<file path="config.mk">
export PLATFORM = sky130hd
export DESIGN_NAME = countdown_timer
export DESIGN_NICKNAME = d
export VERILOG_FILES = /design/src/rtl/countdown_pkg.sv /design/src/rtl/bcd_down_digit.sv /design/src/rtl/countdown_timer.sv
export SDC_FILE = /design/constraint.sdc
export NUM_CORES = 1
export LEC_CHECK = 0
export ABC_AREA = 1
export BUFFER_PORTS_ARGS = -buffer_cell sky130_fd_sc_hd__buf_2
export CORE_UTILIZATION = 31
export CTS_CLUSTER_SIZE = 25
export DETAILED_ROUTE_END_ITERATION = 8
export HOLD_SLACK_MARGIN = 0.02
export PLACE_DENSITY_LB_ADDON = 0.08
export SKIP_CTS_REPAIR_TIMING = 1
export SYNTH_ARGS = -nofsm -noshare
export SYNTH_HDL_FRONTEND = slang
export SYNTH_SLANG_ARGS = --single-unit
</file>
<file path="constraint.sdc">
create_clock -name CLOCK_50 -period 2.8 [get_ports CLOCK_50]
set_input_delay 0 -clock CLOCK_50 [delete_from_list [all_inputs] [get_ports CLOCK_50]]
set_output_delay 0 -clock CLOCK_50 [all_outputs]
set_load 0.02 [all_outputs]
</file>
<file path="src/rtl/countdown_pkg.sv">
// Shared types and constants for the mm:ss countdown timer: FSM states, BCD digit type,
// active-low seven-segment patterns (segments a..g, a leftmost) and digit clamp limits.
package countdown_pkg;

   typedef enum logic [1:0] {IDLE, RUN, PAUSE, DONE} state_e;

   typedef logic [3:0] bcd_t;

   localparam bcd_t TENS_MAX  = 4'd5;
   localparam bcd_t UNITS_MAX = 4'd9;

   localparam logic [0:6] SEG_0     = 7'b0000001;
   localparam logic [0:6] SEG_1     = 7'b1001111;
   localparam logic [0:6] SEG_2     = 7'b0010010;
   localparam logic [0:6] SEG_3     = 7'b0000110;
   localparam logic [0:6] SEG_4     = 7'b1001100;
   localparam logic [0:6] SEG_5     = 7'b0100100;
   localparam logic [0:6] SEG_6     = 7'b0100000;
   localparam logic [0:6] SEG_7     = 7'b0001111;
   localparam logic [0:6] SEG_8     = 7'b0000000;
   localparam logic [0:6] SEG_9     = 7'b0000100;
   localparam logic [0:6] SEG_BLANK = 7'b1111111;

   function automatic logic [0:6] seg_decode(input bcd_t d);
      case (d)
         4'd0:    return SEG_0;
         4'd1:    return SEG_1;
         4'd2:    return SEG_2;
         4'd3:    return SEG_3;
         4'd4:    return SEG_4;
         4'd5:    return SEG_5;
         4'd6:    return SEG_6;
         4'd7:    return SEG_7;
         4'd8:    return SEG_8;
         4'd9:    return SEG_9;
         default: return SEG_BLANK;
      endcase
   endfunction

   function automatic bcd_t clamp_digit(input bcd_t d, input bcd_t lim);
      return (d > lim) ? lim : d;
   endfunction

endpackage

</file>
<file path="src/rtl/bcd_down_digit.sv">
// One BCD digit of the down-counting chain: decrements when enabled, wrapping 0 -> max_i
// and raising borrow_o so the next-higher digit decrements in the same cycle.
module bcd_down_digit
   import countdown_pkg::*;
(
   input  bcd_t value_i,
   input  logic dec_en_i,
   input  bcd_t max_i,
   output bcd_t next_o,
   output logic borrow_o
);

   always_comb begin
      borrow_o = dec_en_i && (value_i == 4'd0);
      if (!dec_en_i)
         next_o = value_i;
      else if (value_i == 4'd0)
         next_o = max_i;
      else
         next_o = value_i - 4'd1;
   end

endmodule

</file>
<file path="src/rtl/countdown_timer.sv">
// mm:ss countdown timer: BCD preset load, 1 Hz countdown with pause, expiry flag on LEDR.
// Define COUNTDOWN_BLINK_EN to blink the 00:00 display while expired.
module countdown_timer
   import countdown_pkg::*;
#(
   parameter int unsigned TICK_DIV  = 50_000_000,
   parameter int unsigned BLINK_DIV = 12_500_000
) (
   input  logic        CLOCK_50,
   input  logic        RESET_N,
   input  logic [1:0]  KEY,
   input  logic [15:0] SW,
   output logic [0:6]  HEX0,
   output logic [0:6]  HEX1,
   output logic [0:6]  HEX2,
   output logic [0:6]  HEX3,
   output logic        LEDR
);

   localparam int unsigned PW = (TICK_DIV > 1) ? $clog2(TICK_DIV) : 1;
   localparam logic [PW-1:0] TICK_LAST = PW'(TICK_DIV - 1);

   logic [1:0] key_meta_q, key_sync_q, key_prev_q;
   logic [1:0] press;

   state_e          state_q;
   logic [3:0][3:0] digit_q;     // [0] sec units .. [3] min tens
   logic [3:0][3:0] digit_d;
   logic [3:0][3:0] sw_clamped;
   logic [PW-1:0]   presc_q;
   logic            led_q;
   logic            tick;
   logic [2:0]      borrow;
   logic            unused_top_borrow;

   // NOTE: synchroniser flops reset to 1 (released) so reset deassertion never fakes a press.
   always_ff @(posedge CLOCK_50 or negedge RESET_N) begin
      if (!RESET_N) begin
         key_meta_q <= 2'b11;
         key_sync_q <= 2'b11;
         key_prev_q <= 2'b11;
      end else begin
         key_meta_q <= KEY;
         key_sync_q <= key_meta_q;
         key_prev_q <= key_sync_q;
      end
   end

   assign press = key_prev_q & ~key_sync_q;

   always_comb begin
      sw_clamped[0] = clamp_digit(SW[3:0],   UNITS_MAX);
      sw_clamped[1] = clamp_digit(SW[7:4],   TENS_MAX);
      sw_clamped[2] = clamp_digit(SW[11:8],  UNITS_MAX);
      sw_clamped[3] = clamp_digit(SW[15:12], TENS_MAX);
   end

   assign tick = (state_q == RUN) && (presc_q == TICK_LAST);

   bcd_down_digit u_sec_units (.value_i(digit_q[0]), .dec_en_i(tick),      .max_i(UNITS_MAX),
                               .next_o(digit_d[0]),  .borrow_o(borrow[0]));
   bcd_down_digit u_sec_tens  (.value_i(digit_q[1]), .dec_en_i(borrow[0]), .max_i(TENS_MAX),
                               .next_o(digit_d[1]),  .borrow_o(borrow[1]));
   bcd_down_digit u_min_units (.value_i(digit_q[2]), .dec_en_i(borrow[1]), .max_i(UNITS_MAX),
                               .next_o(digit_d[2]),  .borrow_o(borrow[2]));
   // RUN is only ever entered with a non-zero value, so the top borrow never fires.
   bcd_down_digit u_min_tens  (.value_i(digit_q[3]), .dec_en_i(borrow[2]), .max_i(TENS_MAX),
                               .next_o(digit_d[3]),  .borrow_o(unused_top_borrow));

   // NOTE: all sequential state uses non-blocking assignments so every register sees pre-edge values.
   always_ff @(posedge CLOCK_50 or negedge RESET_N) begin
      if (!RESET_N) begin
         state_q <= IDLE;
         digit_q <= '0;
         presc_q <= '0;
         led_q   <= 1'b0;
      end else if (press[0]) begin
         state_q <= IDLE;
         digit_q <= sw_clamped;
         presc_q <= '0;
         led_q   <= 1'b0;
      end else if (press[1]) begin
         case (state_q)
            IDLE: begin
               if (digit_q != '0) begin
                  state_q <= RUN;
                  presc_q <= '0;
               end
            end
            RUN:   state_q <= PAUSE;
            PAUSE: state_q <= RUN;
            DONE: begin
               state_q <= IDLE;
               led_q   <= 1'b0;
            end
            default: state_q <= IDLE;
         endcase
      end else if (state_q == RUN) begin
         if (tick) begin
            presc_q <= '0;
            digit_q <= digit_d;
            if (digit_d == '0) begin
               state_q <= DONE;
               led_q   <= 1'b1;
            end
         end else begin
            presc_q <= presc_q + PW'(1);
         end
      end
   end

   assign LEDR = led_q;

`ifdef COUNTDOWN_BLINK_EN
   localparam int unsigned BW = (BLINK_DIV > 1) ? $clog2(BLINK_DIV) : 1;
   localparam logic [BW-1:0] BLINK_LAST = BW'(BLINK_DIV - 1);

   logic [BW-1:0] blink_cnt_q;
   logic          blink_off_q;

   // Held clear outside DONE, so every expiry starts with the digits visible.
   always_ff @(posedge CLOCK_50 or negedge RESET_N) begin
      if (!RESET_N) begin
         blink_cnt_q <= '0;
         blink_off_q <= 1'b0;
      end else if (state_q != DONE) begin
         blink_cnt_q <= '0;
         blink_off_q <= 1'b0;
      end else if (blink_cnt_q == BLINK_LAST) begin
         blink_cnt_q <= '0;
         blink_off_q <= ~blink_off_q;
      end else begin
         blink_cnt_q <= blink_cnt_q + BW'(1);
      end
   end

   wire blank = (state_q == DONE) && blink_off_q;
`else
   logic unused_blink_div;
   assign unused_blink_div = |BLINK_DIV;
   wire blank = 1'b0;
`endif

   always_comb begin
      HEX0 = blank ? SEG_BLANK : seg_decode(digit_q[0]);
      HEX1 = blank ? SEG_BLANK : seg_decode(digit_q[1]);
      HEX2 = blank ? SEG_BLANK : seg_decode(digit_q[2]);
      HEX3 = blank ? SEG_BLANK : seg_decode(digit_q[3]);
   end

endmodule

</file>
# Word level (Yosys, flattened, before mapping)
# Memory sizes are Yosys's and may differ from the RTL's.
# Index checks and enable logic that the tools add are counted.
[op_classes]
n_div = 0
n_eq_ne = 9
multipliers = 0
reduce_logical = 20
addsub = 5
bitwise = 2
magnitude_cmp = 4
mux = 35
shifts = 0
[ops]
columns = ["operator", "n"]
rows = [
  ["$mux W26", 6],
  ["$mux W16", 4],
  ["$mux W4", 12],
  ["$add A26 B1 Y26 const B", 1],
  ["$eq A26 B26 Y1 const B", 1],
  ["$logic_not A16 Y1", 1],
  ["$logic_not A4 Y1", 4],
  ["$reduce_bool A16 Y1", 1],
  ["$sub A4 B1 Y4 const B", 4],
  ["$mux W2", 6],
  ["$ne A3 B2 Y1 const B", 3],
  ["$reduce_bool A3 Y1", 3],
  ["$gt A4 B3 Y1 const B", 2],
  ["$gt A4 B4 Y1 const B", 2],
  ["$pmux W2 S4", 1],
  ["$reduce_and A4 Y1", 2],
  ["$mux W1", 6],
  ["$reduce_and A3 Y1", 2],
  ["$eq A2 B2 Y1 const B", 2],
  ["$logic_and A1 B1 Y1", 4],
  ["$ne A4 B4 Y1 const B", 1],
  ["$reduce_bool A2 Y1", 2],
  ["$and A2 B2 Y2", 1],
  ["$eq A2 B1 Y1 const B", 1],
  ["other kinds (3)", 3],
]
[word_totals]
wordCells = 89
ram_bits = 0
n_memories = 4
reg_bits = 51
romBits = 448
out_inout_bits = 29
inputBits = 20
latch_bits = 0
[mem_list]
columns = ["memory", "depth", "word_bits", "read_ports", "rd_ports_with_merged_regs", "wr", "line_no", "text"]
rows = [
  ["(name not given)", 16, 7, 1, 0, 0, "countdown_pkg.sv:25", "case (d)"],
  ["(name not given)", 16, 7, 1, 0, 0, "countdown_pkg.sv:25", ""],
  ["(name not given)", 16, 7, 1, 0, 0, "countdown_pkg.sv:25", ""],
  ["(name not given)", 16, 7, 1, 0, 0, "countdown_pkg.sv:25", ""],
]

# Logic depth before layout (Yosys ltp)
# Gate-level depths: netlist (run 1).
[logic_depth]
depth_word = 12
mapped_depth = 18
ltp_nobuf = 18

# Hierarchy
# A second synthesis (run 1) with hierarchy kept.
[hier_totals]
cells_unflattened = 716
hier_area_um2 = 4528.1
[modules_own_cells]
columns = ["module", "n_inst", "cells_each", "seq_area_each_um2", "area_per_inst_um2"]
rows = [
  ["countdown_timer", 1, 568, 1283.7, 3857.4],
  ["bcd_down_digit", 4, 37, 0.0, 167.7],
]

# Least setup slack after synthesis (run 1)
# No wires, ideal clock.
[synth_path]
kind = "reg-to-reg"
start = "register digit_q[8] in the netlist's numbering"
end = "register presc_q[12]"
period_less_slack_ns = 2.069
path_stages_with_launch = 16
slack_ns = 0.731
t_arrival_ns = 1.945
required_ns = 2.676
setup_time_ns = 0.124
n_path_buf = 1
path_cell_list = "dfrtp_1 -> inv_1 -> ha_1 -> inv_1 -> nor2_2 -> nand3_2 -> nand3_1 -> nand2_1 -> o21ai_2 -> buf_6 -> nor3_4 -> nand2_2 -> nor2_1 -> nand2_1 -> nand2_1 -> a21boi_1"
[synth_between]
elab_chain_len = 3
[synth_lines]
columns = ["item", "line_no", "text"]
rows = [
  ["from (decl)", "countdown_timer.sv:27", "logic [3:0][3:0] digit_q;"],
  ["from (signal assigned)", "countdown_timer.sv:79", "digit_q <= sw_clamped;"],
  ["from (signal assigned)", "countdown_timer.sv:101", "digit_q <= digit_d;"],
  ["$reduce_bool A16 Y1", "countdown_timer.sv:85", "if (digit_q != '0) begin"],
  ["$ne A3 B2 Y1 (no line)", "--", ""],
  ["$reduce_and A3 Y1 (no line)", "--", ""],
  ["to (signal assigned)", "countdown_timer.sv:107", "presc_q <= presc_q + PW'(1);"],
  ["to (decl)", "countdown_timer.sv:30", "logic [PW-1:0] presc_q;"],
]
# No other way between the ends.
# A chain may end at the register's enable or synchronous reset.

# Worst setup path after layout (run 1)
[layout_path]
start = "register digit_q[5] in the netlist's numbering"
end = "register state_q[1]"
[layout_between]
elab_chain_len = 7
word_cells_on_any_way = 13
classes_between = "1 x add/sub; 1 x eq/ne; 4 x mux; 7 x reduce/logical"
[layout_lines]
columns = ["item", "line_no", "text"]
rows = [
  ["parallel branches: the longest is 6 deep, another holds $sub A4 B1 Y4", "--", ""],
  ["$reduce_and A4 Y1 (no line) (*)", "--", ""],
  ["to (signal assigned)", "countdown_timer.sv:93", "state_q <= IDLE;"],
  ["to (signal assigned)", "countdown_timer.sv:96", "default: state_q <= IDLE;"],
  ["to (signal assigned)", "countdown_timer.sv:103", "state_q <= DONE;"],
  ["to (decl)", "countdown_timer.sv:26", "state_e state_q;"],
]
# Mark *: on every way between the ends.

==> run summary, run 1 <==
Num CTS Buffers -> 5
DP Wirelength -> 9520 µm
Worst Path Max Fanout -> 6
Cell mode on critical path -> nand2_1
Post-route ant nets -> 0
Tcrit/Tclk final -> 0.905
Core area -> 12800 µm²
Clock Latency Late Sink -> 0.31 ns
DRT Wirelength -> 12100 µm
Status -> completed
Vias in the first global route -> 3906
Synth Area in Compound Gates -> 0.150
Syn Nets -> 649
DRT Pass-1 Iters -> 4
Worst R2R End -> state_q[1]$_DFFE_PN0P_
Crit-path slowest cell -> dfrtp_1
Crit path depth -> 16
Setup Skew -> 0.00914 ns
Critical path launch point -> digit_q[5]$_DFFE_PN0P_
Hold WS -> 0.0191 ns
Die ar. -> 13900 µm²
Mapped Cells -> 607
Gp weighted congestion -> 0.890
First-pass GRT wire length -> 19700 µm
Async SR Flop Fraction -> 1.00
Commonest non-fill, non-tap cell in the layout -> nand2_1
Initial antenna violation count -> 0
Dominant synthesized flop cell -> dfrtp_1
Unrepaired setup endpoints after global routing -> false
Critical path endpoint -> state_q[1]$_DFFE_PN0P_
FF-to-FF setup slack -> 0.27 ns
Hold Vio Cnt, Final -> 0
Maxcap violations -> 0
CP Launch Type -> register
Peak supply drop -> 0.000242 V
Fin cells -> 841
Drt initial violations -> 179
Clock Tree Root -> clkbuf_16
Biggest cell delay along the critical path -> 0.45 ns
Placed insts -> 830
FF+latch count, synth -> 51
Buffers on Ports -> 48
WP buf/inv -> 2
R2R cell count -> 16
Vias per std cell -> 4.92
Share of post-route cells with drive strength above 1 -> 0.187
Ant. Diodes -> 0
Routed wire length per instance -> 14.4 µm
Final core utilization -> 0.376
CP cell instances -> inv_1 > ha_1 > nand2_1 > nor2_4 > buf_4 > nand3_2 > o21ai_1 > nand2_1 > nor2_1 > nand2_1 > nor2_1 > nand2_1 > nand2_2 > nand2_2 > nand2_1 > nand2_1
DRC Markers -> 0
Die H -> 118 µm
Pwr dens -> 518 nW/µm²
Slew HR -> 0.596
CTS sink count -> 51
TritonCTS clock tree -> built
Largest family of logic cells by synthesized area -> simple AND/OR/NAND/NOR gates
Vias -> 4136
Critical path data required time -> 3.00 ns
Ys Warns -> 0
Die extent in x -> 118 µm
Delay-heaviest family, CP -> simple AND/OR/NAND/NOR gates
Synthesized area -> 4160 µm²
Nets -> 710
Hold WC Path Type -> in -> reg
Largest net degree at the start of global routing -> 26
Total GRT Usage -> 0.179
Post-Synth XOR/XNOR Area -> 0.0190
Commonest cells after routing, fill and taps aside -> 149 x nand2_1, 74 x inv_1, 67 x nor2_1
Critical Path End Type -> register
Worst-path clk slew -> 0.07 ns
Simple-gate share of the synthesized area -> 0.364
Post-synthesis mux area share -> 0
Crit Path Category -> reg -> reg
Seq/Total Area, Yosys -> 0.309
Num rows -> 41
Max H-tree Level -> 2
# IOs -> 49
P&R area growth vs syn -> 16.0%
GR Overflow Total -> 0
Post-Synth Adder-Cell Area -> 0.0662
Post-synth top area cell -> dfrtp_1
Critical Path AT -> 2.74 ns
Synth top area share -> 0.271
Final min period -> 2.53 ns
Area contributors post-synth -> dfrtp_1 27%, nand2_1 13%, inv_1 6.7%, ha_1 6.6%, o21ai_0 6.1%
Leakage -> 2.37 nW
Fin. max-slew vios -> 0
EDFF count, synth -> 0
Setup TNS -> 0 ns
Post-synth cell types -> 39
Origin of the critical flop-to-flop path -> digit_q[5]$_DFFE_PN0P_
Fmax -> 0.395 GHz
Clock buffer depth -> 2
Initial core utilization -> 0.324
Slew @ Worst Pin -> 0.601 ns
Hold Path Cell Cnt -> 3
# setup viols final -> 0
Avg Cell Area, Syn -> 6.85 µm²
-- where the power goes --
| part | switching (mW) | internal, mW |
|---|---|---|
| sequential | 0.0783 | 0.810 |
| clock | 0.312 | 0.336 |
| combinational | 0.645 | 0.321 |
| total | 1.03 | 1.47 |
-- layout make-up --
cell class,count,area (µm²)
tap,172,215
clock buffer,5,125
inverter,83,312
timing repair buffer,65,375
multi-input combinational,462,2490
sequential,51,1280
fill,1409,8000
clock inverter,3,22.5
-- cell usage after synthesis (3+ instances only) --
cell type	number
clkbuf_1	4
nand3_1	35
nand2_2	8
nor3_1	14
o211ai_1	4
dfrtp_1	45
ha_1	22
inv_1	74
nor2_1	67
buf_2	3
buf_6	3
inv_2	8
nand4_1	13
nand2_1	149
o21ai_0	51
xor2_1	9
nor2_4	7
nand3_2	7
o311ai_0	5
a22oi_1	6
a21oi_1	23
nor4_1	4
o21ai_1	5
a31oi_1	7
dfstp_2	6
nor2_2	10
-- state kept, by name, indices dropped and copies added (netlist names) --
signal      count
LEDR            1
digit_q        16
key_meta_q      2
key_prev_q      2
key_sync_q      2
presc_q        26
state_q         2
-- per-stage QoR --
stage / instance area (µm²) / power [mW] / setup WS, ns
after floorplan: 4160 / 1.58 / 0.731
after global placement: 4650 / 1.88 / 0.255
after detailed placement: 4650 / 1.87 / 0.233
after CTS: 4790 / 2.54 / 0.227
after global routing: 4820 / 2.69 / 0.00709
final: 4820 / 2.50 / 0.266
-- tightest hold or removal path: cells and delay by family --
| family | cells | cell delay, ns |
|---|---|---|
| AOI/OAI and AO/OA | 2 | 0.20 |
| buffers and inverters | 1 | 0.09 |
-- routing by layer --
metal / track usage / part of all wire
met1: 0.219 / 0.45
met4: 0.0417 / 0.011
met5: 0 / 0
met3: 0.0373 / 0.037
met2: 0.318 / 0.51
-- cells by family after synthesis --
group,after synthesis
flip-flops,51
AND/OR/NAND/NOR,322
XOR/XNOR,9
buffers and inverters,94
adder cells (fa/ha/maj),22
AO/OA/AOI/OAI,109
-- how the worst min path moves through the flow --
stage                         endpoint  slack (ns)  startpoint
2_1_floorplan         LEDR$_DFFE_PN0P_       -0.30     RESET_N
3_3_place_gp    digit_q[0]$_DFFE_PN0P_      -0.004     RESET_N
3_5_place_dp    digit_q[0]$_DFFE_PN0P_      -0.003     RESET_N
4_1_cts        presc_q[24]$_DFFE_PN0P_       -0.34     RESET_N
5_1_grt         digit_q[1]$_DFFE_PN0P_        0.04       SW[1]
6_report       digit_q[11]$_DFFE_PN0P_        0.02      SW[11]
Note: power is estimated with default switching activity, not from simulation.
==> inputs of run 2 (changes only) <==
--- a/config.mk
+++ b/config.mk
@@ -5,7 +5,6 @@
 export SDC_FILE = /design/constraint.sdc
 export NUM_CORES = 1
 export LEC_CHECK = 0
-export ABC_AREA = 1
 export BUFFER_PORTS_ARGS = -buffer_cell sky130_fd_sc_hd__buf_2
 export CORE_UTILIZATION = 31
 export CTS_CLUSTER_SIZE = 25
==> run summary, run 2 <==
Status -> finished, violations left
Violated checks -> hold timing
DRT Wirelength -> 10500 µm
TritonCTS clock tree -> built
Part of the power in registers -> 0.377
Combinational group share of total power -> 0.337
Avg Cell Area, Syn -> 8.22 µm²
Worst R2R End -> presc_q[21]$_DFFE_PN0P_
Setup Skew -> 0.00551 ns
Critical path data required time -> 2.98 ns
Commonest cells post-synth -> 58 x nor2_1, 45 x dfrtp_1, 44 x a21oi_1
P&R area growth vs syn -> 22.3%
Gp weighted congestion -> 0.811
CP Launch Type -> register
GR Overflow Total -> 0
Leakage -> 2.00 nW
Sw Ratio -> 0.363
Async SR Flop Fraction -> 1.00
Fin. max-slew vios -> 0
Commonest cells after routing, fill and taps aside -> 58 x nor2_1, 48 x buf_2, 45 x dfrtp_1
Pint -> 1.41 mW
R2R cell count -> 8
Fill cells -> 1183
Slew HR -> 0.424
Seq/Total Area, Yosys -> 0.340
Clock Latency Late Sink -> 0.30 ns
Routed wire length per instance -> 15.4 µm
Largest register by flop count -> presc_q
Worst-path clk slew -> 0.07 ns
Pwr dens -> 479 nW/µm²
Ys Warns -> 0
Slew @ Worst Pin -> 0.864 ns
# IOs -> 49
FF-to-FF setup slack -> 0.13 ns
Final min period -> 2.67 ns
Maxcap violations -> 0
Clock Tree Root -> clkbuf_16
Initial antenna violation count -> 0
DP Wirelength -> 7820 µm
Clock buffer depth -> 2
Post-synth cell types -> 61
Dominant synthesized flop cell -> dfrtp_1
Initial core utilization -> 0.324
Num CTS Buffers -> 5
FF+latch count, synth -> 51
Final core utilization -> 0.397
Post-synth top area cell -> dfrtp_1
Core area -> 11700 µm²
Hold WC Path Type -> in -> reg
Largest net degree at the start of global routing -> 34
Fmax -> 0.375 GHz
Critical Path AT -> 2.85 ns
Drt initial violations -> 186
Hold Path Cell Cnt -> 3
Hold path start -> SW[15]
Max reg flops -> 26
DRC Markers -> 0
EDFF count, synth -> 0
Ant. Diodes -> 0
Unrepaired setup endpoints after global routing -> false
Mapped Cells -> 460
Die ar. -> 12600 µm²
Hold WS -> -0.0217 ns
First-pass GRT wire length -> 17300 µm
Max H-tree Level -> 2
Largest registers -> presc_q x26, digit_q x16
Synth top area share -> 0.298
Vias per std cell -> 5.25
Switching Power -> 804 µW
DRT Pass-1 Iters -> 4
Syn Nets -> 502
Buffers on Ports -> 48
Setup TNS -> 0 ns
WHS Endpoint -> digit_q[14]$_DFFE_PN0P_
Vias in the first global route -> 3405
Critical Path End Type -> register
Die H -> 112 µm
Area contributors post-synth -> dfrtp_1 30%, ha_1 7.3%, a21oi_1 5.8%, nor2_1 5.8%, xnor2_1 4.9%
Worst Path Max Fanout -> 8
Origin of the critical flop-to-flop path -> digit_q[12]$_DFFE_PN0P_
Clock group share of total power -> 0.286
Tcrit/Tclk final -> 0.952
Synthesized area -> 3780 µm²
Share of post-route cells with drive strength above 1 -> 0.219
Pwr Total -> 2.22 mW
Nets -> 579
Peak supply drop -> 0.000219 V
Die extent in x -> 112 µm
# setup viols final -> 0
Total GRT Usage -> 0.173
Commonest non-fill, non-tap cell in the layout -> nor2_1
Crit Path Category -> reg -> reg
Hold Vio Cnt, Final -> 2
CTS sink count -> 51
Num rows -> 39
Vias -> 3576
Post-route ant nets -> 0
Most common cell in the netlist -> nor2_1
## run 2: cell families after synthesis
| family | after synthesis | synth area share |
|---|---|---|
| AO/OA/AOI/OAI | 118 | 0.190 |
| XOR/XNOR | 23 | 0.0533 |
| adder cells (fa/ha/maj) | 22 | 0.0728 |
| buffers and inverters | 45 | 0.0487 |
| flip-flops | 51 | 0.340 |
| multiplexers | 7 | 0.0185 |
| AND/OR/NAND/NOR | 194 | 0.277 |
## run 2: layout make-up
cell class / instances / area (µm²) / area share
well taps: 143 / 179 / 0.0387
flip-flops and latches: 51 / 1280 / 0.278
clock buffers: 5 / 125 / 0.0271
repair buffers: 91 / 588 / 0.127
inverters: 24 / 90.1 / 0.0195
clock inverters: 3 / 22.5 / 0.00487
multi-input cells: 364 / 2340 / 0.505
## run 2: metal layers
metal,track usage,vias up,part of all wire,wire (µm)
met1,0.222,1684,0.46,4850
met3,0.0319,13,0.035,366
li1,-,1795,-,-
met2,0.295,84,0.49,5080
met4,0.0516,0,0.015,160
met5,0,-,0,0
## run 2: power by group through the flow
stage               sequential, mW  clock (mW)  combinational, mW
floorplan                    0.847           0              0.467
global placement             0.848           0              0.737
global route                 0.842       0.689              0.830
finish                       0.835       0.634              0.748
CTS                          0.834       0.666              0.740
detailed placement           0.847           0              0.736
## run 2: worst max path at each step
stage | slack [ns] | cells after the start | startpoint | end
floorplan | 0.21 | 8 | digit_q[5]$_DFFE_PN0P_ | LEDR$_DFFE_PN0P_
global placement | 0.008 | 8 | digit_q[12]$_DFFE_PN0P_ | presc_q[21]$_DFFE_PN0P_
finish | 0.13 | 8 | digit_q[12]$_DFFE_PN0P_ | presc_q[21]$_DFFE_PN0P_
detailed placement | 0.04 | 8 | digit_q[12]$_DFFE_PN0P_ | presc_q[21]$_DFFE_PN0P_
CTS | 0.02 | 8 | digit_q[12]$_DFFE_PN0P_ | presc_q[21]$_DFFE_PN0P_
global route | 0.02 | 6 | presc_q[10]$_DFFE_PN0P_ | digit_q[9]$_DFFE_PN0P_
## run 2: critical path: stages (launching register included)
cell       delay [ns]
dfrtp_1          0.35
inv_1            0.11
ha_1             0.30
or3b_2           0.29
nor4_4           0.07
or4_4            0.55
a2111oi_0        0.64
xnor2_1          0.19
nor2_1           0.05
## run 2: metrics by stage
step / hold WS, ns / std cells / setup WS, ns / cell area, µm²
3_3_place_gp: -0.00423 / 663 / 0.00801 / 4350
2_1_floorplan: -0.296 / 460 / 0.206 / 3780
6_report: -0.0217 / 681 / 0.133 / 4620
4_1_cts: -0.325 / 671 / 0.0187 / 4500
5_1_grt: 0.0230 / 681 / 0.0200 / 4620
3_5_place_dp: 0.00363 / 663 / 0.0390 / 4350
